==> config.mk <==
export PLATFORM = sky130hd
export DESIGN_NAME = bit_serial_mac_ctrl
export DESIGN_NICKNAME = d
export VERILOG_FILES = /design/src/rtl/bsm_pkg.sv /design/src/rtl/serial_mult_core.sv /design/src/rtl/bit_serial_mac_ctrl.sv
export SDC_FILE = /design/constraint.sdc
export NUM_CORES = 1
export LEC_CHECK = 0
export BUFFER_PORTS_ARGS = -buffer_cell sky130_fd_sc_hd__buf_2
export CAP_MARGIN = 20
export CORE_MARGIN = 4
export CORE_UTILIZATION = 25
export CTS_BUF_LIST = sky130_fd_sc_hd__clkbuf_4
export DETAILED_ROUTE_END_ITERATION = 10
export REMOVE_ABC_BUFFERS = 1
export SETUP_SLACK_MARGIN = 0.4
export SYNTH_ARGS = -nofsm -noshare
export SYNTH_HDL_FRONTEND = slang
export SYNTH_SLANG_ARGS = --single-unit
==> constraint.sdc <==
create_clock -name clk -period 7.49 [get_ports clk]
set_input_delay 1.1235 -clock clk [delete_from_list [all_inputs] [get_ports clk]]
set_output_delay 1.1235 -clock clk [all_outputs]
set_load 0.01 [all_outputs]
==> src/rtl/bsm_pkg.sv <==
// ============================================================================
// Module      : bsm_pkg
// Description : Shared types and helpers for the bit-serial MAC controller.
// Revision    : 1.0 - initial release
// ============================================================================
`default_nettype none

package bsm_pkg;

    typedef enum logic [1:0] {
        IDLE  = 2'd0,
        SHIFT = 2'd1,
        ACCUM = 2'd2,
        OUT   = 2'd3
    } state_t;

    localparam logic [1:0] PREC_FULL  = 2'b00;
    localparam logic [1:0] PREC_HALF  = 2'b01;
    localparam logic [1:0] PREC_QUART = 2'b10;

    function automatic int nbits(input logic [1:0] prec, input int wgt_w);
        case (prec)
            PREC_HALF:  return wgt_w / 2;
            PREC_QUART: return wgt_w / 4;
            default:    return wgt_w;
        endcase
    endfunction

    // Works on 64-bit operands; in wrap mode the caller truncates to acc_w bits.
    function automatic logic signed [63:0] sat_add(
        input  logic signed [63:0] a,
        input  logic signed [63:0] b,
        input  int                 acc_w,
        input  logic               sat,
        output logic               ovf
    );
        logic signed [63:0] s;
        logic signed [63:0] max_v;
        logic signed [63:0] min_v;
        max_v = (64'sd1 <<< (acc_w - 1)) - 64'sd1;
        min_v = -max_v - 64'sd1;
        s     = a + b;
        ovf   = 1'b0;
        if (s > max_v) begin
            ovf = 1'b1;
            if (sat) s = max_v;
        end else if (s < min_v) begin
            ovf = 1'b1;
            if (sat) s = min_v;
        end
        return s;
    endfunction

endpackage

`default_nettype wire

==> src/rtl/serial_mult_core.sv <==
// ============================================================================
// Module      : serial_mult_core
// Description : Signed activation x signed weight, one weight bit per cycle.
// Revision    : 1.0 - initial release
// ============================================================================
`default_nettype none

module serial_mult_core
    import bsm_pkg::*;
#(
    parameter int ACT_W = 8,
    parameter int WGT_W = 8
) (
    input  logic                   clk,
    input  logic                   rstn,
    input  logic                   start_i,
    input  logic [ACT_W-1:0]       act_i,
    input  logic [WGT_W-1:0]       wgt_i,
    input  logic [1:0]             prec_i,
    output logic                   done_o,
    output logic [ACT_W+WGT_W-1:0] product_o
);

    localparam int c_CW = $clog2(WGT_W);
    localparam int c_NW = c_CW + 1;
    localparam int c_HW = ACT_W + 1;
    localparam int c_PW = ACT_W + WGT_W;

    logic signed [ACT_W-1:0] act_q;
    logic [WGT_W-1:0]        wgt_q;
    logic [c_CW-1:0]         cnt_q;
    logic [c_NW-1:0]         nb_q;
    logic                    busy_q;
    logic signed [c_HW-1:0]  hi_q;
    logic [WGT_W-1:0]        lo_q;

    logic                    w_sign_bit;
    logic signed [c_HW-1:0]  w_pp;
    logic signed [c_HW-1:0]  w_base;
    logic signed [c_HW-1:0]  w_sum;
    logic [c_NW-1:0]         w_nb;

    assign w_nb       = c_NW'(nbits(prec_i, WGT_W));
    assign w_sign_bit = ({1'b0, cnt_q} == (nb_q - 1'b1));
    assign w_pp       = wgt_q[cnt_q] ? {act_q[ACT_W-1], act_q} : '0;
    assign w_base     = (cnt_q == '0) ? '0 : hi_q;
    assign w_sum      = w_sign_bit ? (w_base - w_pp) : (w_base + w_pp);
    assign done_o     = busy_q & w_sign_bit;

    // Result bits collect at the top of lo_q; shorter weights leave the product
    // scaled by 2^(WGT_W-nbits), removed here with a sign-preserving shift.
    assign product_o = c_PW'($signed({hi_q, lo_q}) >>> (c_NW'(WGT_W) - nb_q));

    always_ff @(posedge clk) begin
        if (!rstn) begin
            act_q  <= '0;
            wgt_q  <= '0;
            cnt_q  <= '0;
            nb_q   <= '0;
            busy_q <= 1'b0;
            hi_q   <= '0;
            lo_q   <= '0;
        end else if (start_i) begin
            act_q  <= act_i;
            wgt_q  <= wgt_i;
            nb_q   <= w_nb;
            cnt_q  <= '0;
            busy_q <= 1'b1;
            hi_q   <= '0;
            lo_q   <= '0;
        end else if (busy_q) begin
            hi_q  <= w_sum >>> 1;
            lo_q  <= {w_sum[0], lo_q[WGT_W-1:1]};
            cnt_q <= cnt_q + 1'b1;
            if (w_sign_bit) busy_q <= 1'b0;
        end
    end

endmodule

`default_nettype wire

==> src/rtl/bit_serial_mac_ctrl.sv <==
// ============================================================================
// Module      : bit_serial_mac_ctrl
// Description : Bit-serial MAC with runtime weight precision and dot-product
//               accumulation behind valid/ready handshakes.
// Revision    : 1.0 - initial release
// ============================================================================
`default_nettype none

module bit_serial_mac_ctrl
    import bsm_pkg::*;
#(
    parameter int ACT_W = 8,
    parameter int WGT_W = 8,
    parameter int ACC_W = 20,
    parameter int SAT   = 1
) (
    input  logic             clk,
    input  logic             rstn,
    input  logic             in_valid,
    output logic             in_ready,
    input  logic [ACT_W-1:0] act,
    input  logic [WGT_W-1:0] wgt,
    input  logic [1:0]       prec,
    input  logic             last,
    output logic             out_valid,
    input  logic             out_ready,
    output logic [ACC_W-1:0] out_result,
    output logic             ovf
);

    localparam int c_PW = ACT_W + WGT_W;

    state_t                  state_q, state_d;
    logic                    last_q, last_d;
    logic signed [ACC_W-1:0] acc_q, acc_d;
    logic                    ovf_q, ovf_d;

    logic                    w_start;
    logic                    w_done;
    logic                    w_ovf;
    logic [c_PW-1:0]         w_product;

    assign w_start    = in_valid & in_ready;
    assign out_result = acc_q;
    assign ovf        = ovf_q;

    serial_mult_core #(
        .ACT_W (ACT_W),
        .WGT_W (WGT_W)
    ) u_core (
        .clk       (clk),
        .rstn      (rstn),
        .start_i   (w_start),
        .act_i     (act),
        .wgt_i     (wgt),
        .prec_i    (prec),
        .done_o    (w_done),
        .product_o (w_product)
    );

    always_comb begin
        state_d   = state_q;
        last_d    = last_q;
        acc_d     = acc_q;
        ovf_d     = ovf_q;
        w_ovf     = 1'b0;
        in_ready  = 1'b0;
        out_valid = 1'b0;
        case (state_q)
            IDLE: begin
                in_ready = rstn;
                if (in_valid && rstn) begin
                    last_d  = last;
                    state_d = SHIFT;
                end
            end
            SHIFT: begin
                if (w_done) state_d = ACCUM;
            end
            ACCUM: begin
                acc_d   = ACC_W'(sat_add(64'(acc_q), 64'($signed(w_product)),
                                         ACC_W, SAT != 0, w_ovf));
                ovf_d   = ovf_q | w_ovf;
                state_d = last_q ? OUT : IDLE;
            end
            OUT: begin
                out_valid = 1'b1;
                if (out_ready) begin
                    acc_d   = '0;
                    ovf_d   = 1'b0;
                    state_d = IDLE;
                end
            end
            default: state_d = IDLE;
        endcase
    end

    always_ff @(posedge clk) begin
        if (!rstn) begin
            state_q <= IDLE;
            last_q  <= 1'b0;
            acc_q   <= '0;
            ovf_q   <= 1'b0;
        end else begin
            state_q <= state_d;
            last_q  <= last_d;
            acc_q   <= acc_d;
            ovf_q   <= ovf_d;
        end
    end

endmodule

`default_nettype wire

==> metrics.yaml <==
critical_path:
  required_ps: 7860
  cp.arrival_ps: 5530
  end_kind: "flop"
  rrSetupSlack_ps: 2320
  setup.worst_path.start_class: "flop"
  rr_endpoint: "out_result[15]$_SDFFE_PN0P_"
  worstRegToRegCells: 17
  reg2reg_from: "u_core.nb_q[1]$_SDFFE_PN0P_"
  path_class: "flop to flop"
  cp_max_fo: 24
timing:
  drv_slew: 0
  setup_slack_ps: 2320
  fin_skew_ps: 7.49
  fin_crit_sh_pct: 69.0
  slew-limit-headroom_pct: 32.2
  fin_crit_ps: 5170
  fmax_mhz: 194
  rsz0062_at_grt: "false"
  tns_ps: 0
  worst_pin_slew_ps: 1010
  finalSetupViolCount: 0
  hold_viol: 0
die:
  core_sq_um: 17500
  rows: 48
  die_x_um: 143
  io_pins: 46
  initial_utilization_pct: 25.8
  die_h_um: 143
  die-area_sq_um: 20300
worst_hold_path:
  worst_hold_path.num_cells: 2
  min_from: "u_core.wgt_q[6]$_SDFFE_PN0P_"
  hold_path.class: "flop to flop"
  hold_end: "u_core.wgt_q[6]$_SDFFE_PN0P_"
synthesis:
  synthFlopType: "dfxtp_1"
  syn_inst: 560
  yosysSeqAreaShare_pct: 27.9
  synth_cell_types: 61
  syn_avg_cell_area_sq_um: 8.08
  netlist_area_sq_um: 4520
  synth_top_cell_by_area: "dfxtp_1"
  synth_area_leaders: "dfxtp_1 (28%), ha_1 (9.4%), nand2_1 (7.3%)"
  ys.warnings.count: 0
  ys_seq_elements: 63
  async_flop_share_pct: 0
  synth_edf_count: 0
  synth_top_area_share_pct: 27.9
global_routing:
  antenna_found_initial: 1
  grt_pass1_wl_um: 17900
  grt_pass1_vias: 3746
  grt_overflow_total: 0
  grt_max_degree: 43
  track_usage_pct: 10.7
power_and_ir_drop:
  powerDensity_nw_per_um2: 173
  swShare_pct: 35.4
  irDropWorstVdd_uv: 73.0
  p_leak_uw: 0.00211
  p_switching_uw: 312
  total_power_uw: 881
  comb_power_share_pct: 29.4
  intPower_uw: 569
  p_seq_share_pct: 43.3
  p_clk_share_pct: 27.3
drt:
  drt_iter0_markers: 153
  drc_errors: 0
  drt_first_pass_iters: 4
  routed_wl_um: 10700
  viasPerCell: 4.78
  wl_per_cell_um: 13.0
  ant_nets: 0
  vias: 3928
clocking:
  cts_tree: "yes"
  htree_levels: 3
  clk_latency_ps: 420
  cts_buffer_depth: 2
  cts_resized: 0
  cts-buffers-inserted: 9
  holdBufCountCts: 0
  cts.clk_slew.worst_paths_ps: 120
  post-cts-setup-buffer-count: 0
  cts_sinks: 63
  clockRootBuffer: "clkbuf_4"
final_layout:
  drive_above_1_share_pct: 14.9
  layout.nets: 650
  areaGrowthSynthToFinish_pct: 12.3
  fillers: 1921
  final_cells: 822
run_status:
  status: "finished, final reports clean"
placed_design:
  gp_congestion: 0.857
  dpl_worst_slack_ps: 2400
  io_buffers: 45
  dp_hpwl_um: 8050
  dpl.cell_count: 804
flow_run:
  cap_violations: 0
-- state kept, by name, indices dropped and copies added, names as in the netlist --
register	count
ovf	1
u_core.wgt_q	8
state_q	2
u_core.act_q	8
u_core.cnt_q	3
u_core.hi_q	8
u_core.lo_q	8
out_result	20
u_core.nb_q	3
last_q	1
u_core.busy_q	1
-- logic make-up after synthesis --
| family | share of synthesized area (%) |
|---|---|
| simple gates | 18.8 |
| compound gates | 24.8 |
| flops | 27.9 |
| buf+inv | 4.29 |
| fa+ha+maj | 10.3 |
| mux | 8.38 |
| xor+xnor | 5.61 |
-- critical path, cell delays in order, from the launching register on --
cell and delay [ps]:
dfxtp_1 820, inv_1 250, ha_1 820, mux2_2 420, nor2_1 90, a21oi_1 70
nand2_1 120, o21a_1 170, inv_1 60, ha_1 280, a211o_1 320, a21oi_1 240
a21boi_2 170, a21oi_2 230, o22ai_1 100, a21boi_2 210, nor2_2 540, a221o_1 200
-- power by group through the flow --
stage / registers, uW / logic (uW) / clock network (uW)
global route: 385 / 292 / 266
detailed placement: 394 / 252 / 0
CTS: 386 / 253 / 253
finish: 381 / 259 / 241
global placement: 393 / 253 / 0
floorplan: 384 / 197 / 0
-- cells in the final DEF (no fill, tap or decap), drive strengths merged, types with 9 or more instances in the layout --
cell type | synthesis | layout
a211oi | 10 | 10
a21oi | 34 | 34
a221o | 15 | 15
and2 | 10 | 10
buf | 6 | 47
clkbuf | 21 | 10
dfxtp | 63 | 63
ha | 34 | 34
inv | 19 | 19
mux2i | 22 | 22
nand2 | 88 | 88
nand2b | 9 | 9
nand3 | 9 | 9
nor2 | 51 | 51
o21ai | 59 | 59
xnor2 | 16 | 16
xor2 | 13 | 13
-- final cells by class --
class / instances / area, sq um / area share, %
diodes: 1 / 2.50 / 0.0492
repair buffers: 47 / 260 / 5.12
clock inverters: 6 / 61.3 / 1.21
multi-input cells: 451 / 3070 / 60.4
inverters: 19 / 71.3 / 1.40
well taps: 225 / 282 / 5.54
flip-flops and latches: 63 / 1260 / 24.8
clock buffers: 10 / 75.1 / 1.48
-- worst max-delay path by stage --
| stage | end | slack, ps | startpoint |
|---|---|---|---|
| global placement | out_result[3]$_SDFFE_PN0P_ | 2530 | u_core.nb_q[1]$_SDFFE_PN0P_ |
| finish | out_result[15]$_SDFFE_PN0P_ | 2320 | u_core.nb_q[1]$_SDFFE_PN0P_ |
| CTS | out_result[15]$_SDFFE_PN0P_ | 2350 | u_core.nb_q[1]$_SDFFE_PN0P_ |
| detailed placement | out_result[16]$_SDFFE_PN0P_ | 2400 | u_core.nb_q[1]$_SDFFE_PN0P_ |
| floorplan | out_result[10]$_SDFFE_PN0P_ | 3170 | u_core.nb_q[1]$_SDFFE_PN0P_ |
| global route | out_result[3]$_SDFFE_PN0P_ | 1890 | u_core.nb_q[1]$_SDFFE_PN0P_ |
-- layer usage --
| metal | wire (um) | track usage (%) | up-vias |
|---|---|---|---|
| met3 | 329 | 2.35 | 17 |
| met5 | 0 | 0 | - |
| met1 | 5330 | 14.2 | 1787 |
| met2 | 4770 | 16.7 | 61 |
| li1 | - | - | 2063 |
| met4 | 244 | 4.45 | 0 |
-- per-stage QoR --
stage	cell area, sq um	hold slack [ps]	utilization, %
2_1_floorplan	4400	431	-
3_3_place_gp	4920	443	28.0
3_5_place_dp	4920	450	28.0
4_1_cts	5050	467	28.8
5_1_grt	5080	484	29.0
6_report	5080	461	29.0
-- synth_stat cells (3+ instances only) --
cell type,instances
o21a_1,7
a21oi_1,29
a22o_1,3
nand2b_1,9
a21o_1,8
clkbuf_1,20
ha_1,34
nor2b_1,5
o21ai_0,55
mux2_2,7
o211ai_1,5
nor3_1,4
inv_1,19
nor2_1,48
and2_1,10
a21oi_2,5
xor2_1,13
o21ai_1,3
a31oi_1,7
nand2_1,88
a211oi_1,10
dfxtp_1,63
mux2i_1,21
a221o_1,15
nand3_1,9
xnor2_1,16
Power figures use the tool's default switching activity.
